===== src/rtl/mic_spi_capture.sv =====
// SPI master for an ADCS7476-style 12-bit ADC.
// It starts a 16-clock frame every SAMPLE_DIV cycles and strobes out each 12-bit result.
module mic_spi_capture #(
  parameter int unsigned SCLK_DIV   = 50,
  parameter int unsigned SAMPLE_DIV = 5000
) (
  input  logic        clk,
  input  logic        reset,
  input  logic        miso,
  output logic        sclk,
  output logic        cs_n,
  output logic [11:0] sample,
  output logic        sample_valid,
  output logic        frame_err
);

  localparam int unsigned TW = $clog2(SAMPLE_DIV);
  localparam int unsigned HW = $clog2(SCLK_DIV);
  localparam int unsigned BW = 5;

  typedef enum logic [1:0] {IDLE, SHIFT, DONE} state_t;

  state_t          state_q, state_d;
  logic [TW-1:0]   timer_q, timer_d;
  logic [HW-1:0]   hcnt_q, hcnt_d;
  logic [BW-1:0]   bcnt_q, bcnt_d;
  logic [15:0]     shift_q, shift_d;
  logic            sync1_q, sync2_q;
  logic            sclk_q, sclk_d;
  logic            cs_n_q, cs_n_d;
  logic [11:0]     sample_q, sample_d;
  logic            valid_q, valid_d;
  logic            err_q, err_d;
  logic            half_tick;
  logic            timer_zero;

  assign half_tick  = (hcnt_q == HW'(SCLK_DIV - 1));
  assign timer_zero = (timer_q == '0);
  assign timer_d    = (timer_q == TW'(SAMPLE_DIV - 1)) ? '0 : timer_q + TW'(1);

  always_ff @(posedge clk or posedge reset) begin
    if (reset) state_q <= IDLE;
    else       state_q <= state_d;
  end

  always_comb begin
    state_d = state_q;
    case (state_q)
      IDLE:    if (timer_zero) state_d = SHIFT;
      // The 16th sclk rise ends the shifting phase
      SHIFT:   if (half_tick && !sclk_q && (bcnt_q == BW'(15))) state_d = DONE;
      DONE:    state_d = IDLE;
      default: state_d = IDLE;
    endcase
  end

  always_comb begin
    hcnt_d   = hcnt_q;
    bcnt_d   = bcnt_q;
    shift_d  = shift_q;
    sclk_d   = sclk_q;
    cs_n_d   = cs_n_q;
    sample_d = sample_q;
    valid_d  = 1'b0;
    err_d    = err_q;
    case (state_q)
      IDLE: begin
        if (timer_zero) begin
          cs_n_d = 1'b0;
          sclk_d = 1'b1;
          hcnt_d = '0;
          bcnt_d = '0;
        end
      end
      SHIFT: begin
        hcnt_d = half_tick ? '0 : hcnt_q + HW'(1);
        if (half_tick) begin
          sclk_d = ~sclk_q;
          // Capture on the edge that drives sclk high
          if (!sclk_q) begin
            bcnt_d  = bcnt_q + BW'(1);
            shift_d = {shift_q[14:0], sync2_q};
          end
        end
      end
      DONE: begin
        cs_n_d   = 1'b1;
        sclk_d   = 1'b1;
        sample_d = shift_q[11:0];
        valid_d  = 1'b1;
        err_d    = |shift_q[15:12];
      end
      default: ;
    endcase
  end

  always_ff @(posedge clk or posedge reset) begin
    if (reset) begin
      timer_q  <= '0;
      hcnt_q   <= '0;
      bcnt_q   <= '0;
      shift_q  <= '0;
      sync1_q  <= 1'b0;
      sync2_q  <= 1'b0;
      sclk_q   <= 1'b1;
      cs_n_q   <= 1'b1;
      sample_q <= '0;
      valid_q  <= 1'b0;
      err_q    <= 1'b0;
    end else begin
      timer_q  <= timer_d;
      hcnt_q   <= hcnt_d;
      bcnt_q   <= bcnt_d;
      shift_q  <= shift_d;
      sync1_q  <= miso;
      sync2_q  <= sync1_q;
      sclk_q   <= sclk_d;
      cs_n_q   <= cs_n_d;
      sample_q <= sample_d;
      valid_q  <= valid_d;
      err_q    <= err_d;
    end
  end

  assign sclk         = sclk_q;
  assign cs_n         = cs_n_q;
  assign sample       = sample_q;
  assign sample_valid = valid_q;
  assign frame_err    = err_q;

endmodule

===== config.mk =====
export PLATFORM = sky130hd
export DESIGN_NAME = mic_spi_capture
export DESIGN_NICKNAME = d
export VERILOG_FILES = /design/src/rtl/mic_spi_capture.sv
export SDC_FILE = /design/constraint.sdc
export NUM_CORES = 1
export LEC_CHECK = 0
export CAP_MARGIN = 10
export CORE_MARGIN = 1
export CORE_UTILIZATION = 51
export DETAILED_ROUTE_END_ITERATION = 7
export PLACE_DENSITY = 0.71
export SLEW_MARGIN = 5
export SYNTH_ARGS = -nofsm -noshare
export SYNTH_HDL_FRONTEND = slang
export SYNTH_SLANG_ARGS = --single-unit

===== constraint.sdc =====
create_clock -name clk -period 3.6 [get_ports clk]
set_input_delay 0.54 -clock clk [delete_from_list [all_inputs] [get_ports clk]]
set_output_delay 0.54 -clock clk [all_outputs]
set_load 0.01 [all_outputs]

Yosys cells after proc, flatten, opt, wreduce, memory -nomap -nowiden
Index checks and enable logic that the tools add are counted.
{"block": "classes", "n_addsub": 3, "n_mux": 17, "n_reduce_logical": 15, "bitwise": 1, "n_eq_ne": 9}
{"cell": "$mux 5", "n": 3}
{"cell": "$add 13x1->13 const B", "n": 1}
{"cell": "$eq 13x13->1 const B", "n": 1}
{"cell": "$logic_not 13->1", "n": 1}
{"cell": "$mux 13", "n": 1}
{"cell": "$mux 6", "n": 2}
{"cell": "$pmux 6 s2", "n": 1}
{"cell": "$pmux 5 s2", "n": 1}
{"cell": "$ne 2x2->1 const B", "n": 4}
{"cell": "$add 6x1->6 const B", "n": 1}
{"cell": "$eq 6x6->1 const B", "n": 1}
{"cell": "$reduce_and 2->1", "n": 3}
{"cell": "$reduce_and 3->1", "n": 2}
{"cell": "$add 5x1->5 const B", "n": 1}
{"cell": "$eq 5x4->1 const B", "n": 1}
{"cell": "$mux 1", "n": 4}
{"cell": "$mux 2", "n": 2}
{"cell": "$pmux 2 s2", "n": 1}
{"cell": "$reduce_and 4->1", "n": 1}
{"cell": "$reduce_bool 2->1", "n": 2}
{"cell": "$reduce_or 4->1", "n": 1}
{"cell": "$pmux 1 s3", "n": 1}
{"cell": "$reduce_bool 3->1", "n": 1}
{"cell": "$eq 2x1->1 const B", "n": 1}
{"cell": "6 further kinds", "n": 7}
{"block": "totals", "ff_bits": 60, "word_cells": 57, "in_bits": 3}

Longest topological paths before layout
{"block": "depth", "ltp_word": 5, "mapped_depth": 7, "mapped_depth_nobuf": 6}

Worst setup path after synthesis
OpenSTA, ideal clock, no wires.
{"block": "synth_path", "path_type": "reg-to-reg", "startpoint": "reg hcnt_q[1]", "endpoint": "reg shift_q[0]", "arrival_time_ns": 1.464, "stages_incl_launch_ff": 7, "setup_slack_ns": 2.011, "setup_time_ns": 0.125, "synth_period_minus_slack_ns": 1.589, "cell_sequence": "dfrtp_1 -> inv_1 -> ha_1 -> and4bb_2 -> nand4b_4 -> buf_6 -> mux2_4"}
{"block": "synth_via", "elab_chain_len": 2}
{"element": "from (decl)", "line": "25", "text": "logic [HW-1:0] hcnt_q, hcnt_d;"}
{"element": "from (signal assigned)", "line": "112", "text": "hcnt_q <= hcnt_d;"}
{"element": "$eq 6x6->1", "line": "37", "text": "assign half_tick = (hcnt_q == HW'(SCLK_DIV - 1));"}
{"element": "$reduce_and 3->1 (no line)"}
{"element": "to (signal assigned)", "line": "114", "text": "shift_q <= shift_d;"}
{"element": "to (decl)", "line": "27", "text": "logic [15:0] shift_q, shift_d;"}
No other way between the ends.
A chain may end at the register's enable or synchronous reset.

Worst setup path after layout
{"block": "layout_path", "startpoint": "reg hcnt_q[1]", "endpoint": "reg bcnt_q[1]"}
{"block": "layout_via", "elab_chain_len": 3}
{"element": "$eq 6x6->1", "line": "37"}
{"element": "$ne 2x2->1 (no line)"}
{"element": "$reduce_and 4->1 (no line)"}
{"element": "to (signal assigned)", "line": "113", "text": "bcnt_q <= bcnt_d;"}
{"element": "to (decl)", "line": "26", "text": "logic [BW-1:0] bcnt_q, bcnt_d;"}
No other way between the ends.

==> qor.txt <==
CTS Hold Bufs: 0
Antenna diodes: 0
Switching power: 275 uW
Crit Path Max Fanout: 22
VDD IR-drop max: 0.250 mV
Number of buffers added on ports: 18
Final wirelength: 4600 um
Crit path DAT: 2.31 ns
Cell family with most CP delay: simple AND/OR/NAND/NOR gates
Crit Path Class: register to register
Setup slack, reg-to-reg: 1.52 ns
Setup Buffers After CTS: 0
CP required: 3.84 ns
GRT Total Usage: 19.4%
Clock power share: 49.0%
Reg clk slew, reported paths: 0.07 ns
Post-CTS Resized: 0
Seq/Total Area, Yosys: 57.0%
Die area: 0.00546 mm^2
Worst Skew: 0.00474 ns
Global-route wire length before repair: 7690 um
Power Dens Cells: 438 mW/mm^2
First-pass detailed-route iteration total: 4
Run status: finished, final reports clean
Iter 0 DRT Violations: 101
Seq pwr share: 49.6%
CP max stage cell: dfrtp_1
Setup TNS: 0 ns
RSZ-0062 raised after global routing: false
Clock tree from TritonCTS: built
Clk_lat worst skew: 0.33 ns
Sw Ratio: 20.2%
Ranking of synthesized cells by area: dfrtp_1 55%, mux2_4 8.0%, mux2_2 6.4%
P_leak: 1.53 nW
Drt wl/cell: 15.6 um
Post-synth top area share: 55.1%
Initial core utilization: 54.4%
#FFs+latches synth: 60
Most frequent cell after synthesis: dfrtp_1
CP Cell Sequence: inv_1, ha_1, and4bb_2, nand4b_4, nand2_1, mux2i_1
H-tree levels: 3
HP Class: register to register
Vias: 1624
Clk sinks: 60
Crit. End Element: register
Synth area leader: dfrtp_1
Final Wtd Congestion: 0.815
Ys flop type: dfrtp_1
Netlist cell types: 41
Final Critical Period: 2.08 ns
# setup viols final: 0
Post-synth EDFFs: 0
CTS Buf Count: 9
Largest net degree at the start of global routing: 56
Crit-path max cell delay: 0.43 ns
Syn_nets: 208
Die height: 73.9 um
Cell Area, Synth: 0.00264 mm^2
Final worst hold slack: 0.364 ns
Post-synthesis cell count: 199
CTS Buffer Depth: 2
Fin area: 0.00311 mm^2
Tcrit/Tclk final: 57.7%
Final Hold Viols: 0
Core area: 0.00485 mm^2
Layout cells sized above 1: 23.2%
Synth cell count leaders: 58 x dfrtp_1, 15 x mux2_2, 14 x mux2_4
Number of remaining DRC errors: 0
FP Rows: 25
Nets: 232
Fmax: 482 MHz
Final WS setup: 1.52 ns
Post-synth ARST share: 100%
CP Buf/Inv Count: 1
Critical path launch point type: register
Vias in the first global route: 1626
Maxcap violations: 0
Worst setup slack after placement: 1.58 ns
YS warnings: 0
Mean Syn Cell Area: 13.2 um^2
Logic pwr share: 1.4%
Placed wire-length estimate: 3000 um
Total gr overflow: 0
I/O pins: 19
Chip width: 73.9 um
Placed inst area: 0.00286 mm^2
Layout area overhead: 18.1%
CTS root buf: clkbuf_8
Slew at the pin with the worst max-slew slack: 0.800 ns
Rel. slew slack: 46.6%
Initial antenna violation count: 0
Int Power: 1.09 mW
Vias per cell: 5.51
Final Slew Violations: 0
Antenna-violating nets left: 0
-- sequential cells by signal, summed over array words and instances, names as in the netlist --
signal	cells
timer_q	13
sclk	1
sample	12
frame_err	1
sync2_q	1
sync1_q	1
sample_valid	1
shift_q	16
cs_n	1
bcnt_q	5
state_q	2
hcnt_q	6
-- final cells by class --
class / instances / area [um^2]
well taps: 67 / 83.8
inverters: 8 / 30.0
clock inverters: 6 / 87.6
clock buffers: 10 / 138
fillers: 372 / 1730
multi-input cells: 124 / 1060
flip-flops and latches: 60 / 1500
repair buffers: 20 / 215
-- cell usage in the layout (no fill, tap or decap), drive strengths merged, types with 2 or more instances in the layout --
| cell type | instances |
|---|---|
| dfrtp | 58 |
| mux2 | 29 |
| clkdlybuf4s50 | 18 |
| nor2 | 10 |
| clkbuf | 10 |
| nand3 | 9 |
| inv | 8 |
| nand2 | 7 |
| and3 | 7 |
| xor2 | 6 |
| ha | 6 |
| nand4 | 5 |
| xnor2 | 5 |
| o21ai | 4 |
| o2bb2ai | 4 |
| nor4 | 3 |
| nor2b | 3 |
| and4 | 3 |
| clkinvlp | 3 |
| nand2b | 2 |
| a21boi | 2 |
| a2bb2oi | 2 |
| a21o | 2 |
| bufinv | 2 |
| dfstp | 2 |
| nand4b | 2 |
| and2 | 2 |
| buf | 2 |
-- worst register-to-register path: cells and delay by family (launching register included) --
kind | cells | cell delay (ns)
buffers and inverters | 1 | 0.07
multiplexers | 1 | 0.27
flip-flops | 1 | 0.43
adder cells (fa/ha/maj) | 1 | 0.13
AND/OR/NAND/NOR | 3 | 1.08
-- cell families after synthesis --
kind of cell / Yosys count / share of synthesized area (%)
buffers and inverters: 15 / 2.89
AND/OR/NAND/NOR: 58 / 13.3
multiplexers: 30 / 14.8
adder cells (fa/ha/maj): 6 / 2.85
AO/OA/AOI/OAI: 19 / 5.46
flip-flops: 60 / 57.0
XOR/XNOR: 11 / 3.65
-- power by group through the flow --
stage | combinational [mW] | sequential, mW | clock (mW)
after floorplan | 0.00984 | 0.688 | 0
after global placement | 0.0157 | 0.688 | 0
after detailed placement | 0.0163 | 0.688 | 0
after CTS | 0.0163 | 0.676 | 0.683
after global routing | 0.0224 | 0.675 | 0.712
final | 0.0193 | 0.676 | 0.668
-- through the flow --
stage | power, mW | cells | util [%]
after CTS | 1.37 | 294 | 63.7
after global placement | 0.704 | 278 | 59.0
after global routing | 1.41 | 295 | 64.2
after floorplan | 0.698 | 199 | -
final | 1.36 | 295 | 64.2
after detailed placement | 0.705 | 278 | 59.0
-- path summary, 6_finish.rpt --
kind | from | endpoint | cells after the start
worst min register to register | sync1_q | sync2_q | 0
worst max register to register | hcnt_q[1] | bcnt_q[1] | 6
max in group asynchronous | reset | cs_n | 4
worst max-delay path | hcnt_q[1] | bcnt_q[1] | 6
worst min-delay path | sync1_q | sync2_q | 0
min in group asynchronous | reset | timer_q[3] | 2
-- layer usage --
metal  global-route usage [%]  wire length, um
met5                        0                0
met1                     25.2             2050
met3                     4.53              140
met4                     11.8              135
met2                     29.6             2270
(Power assumes the default switching activity.)
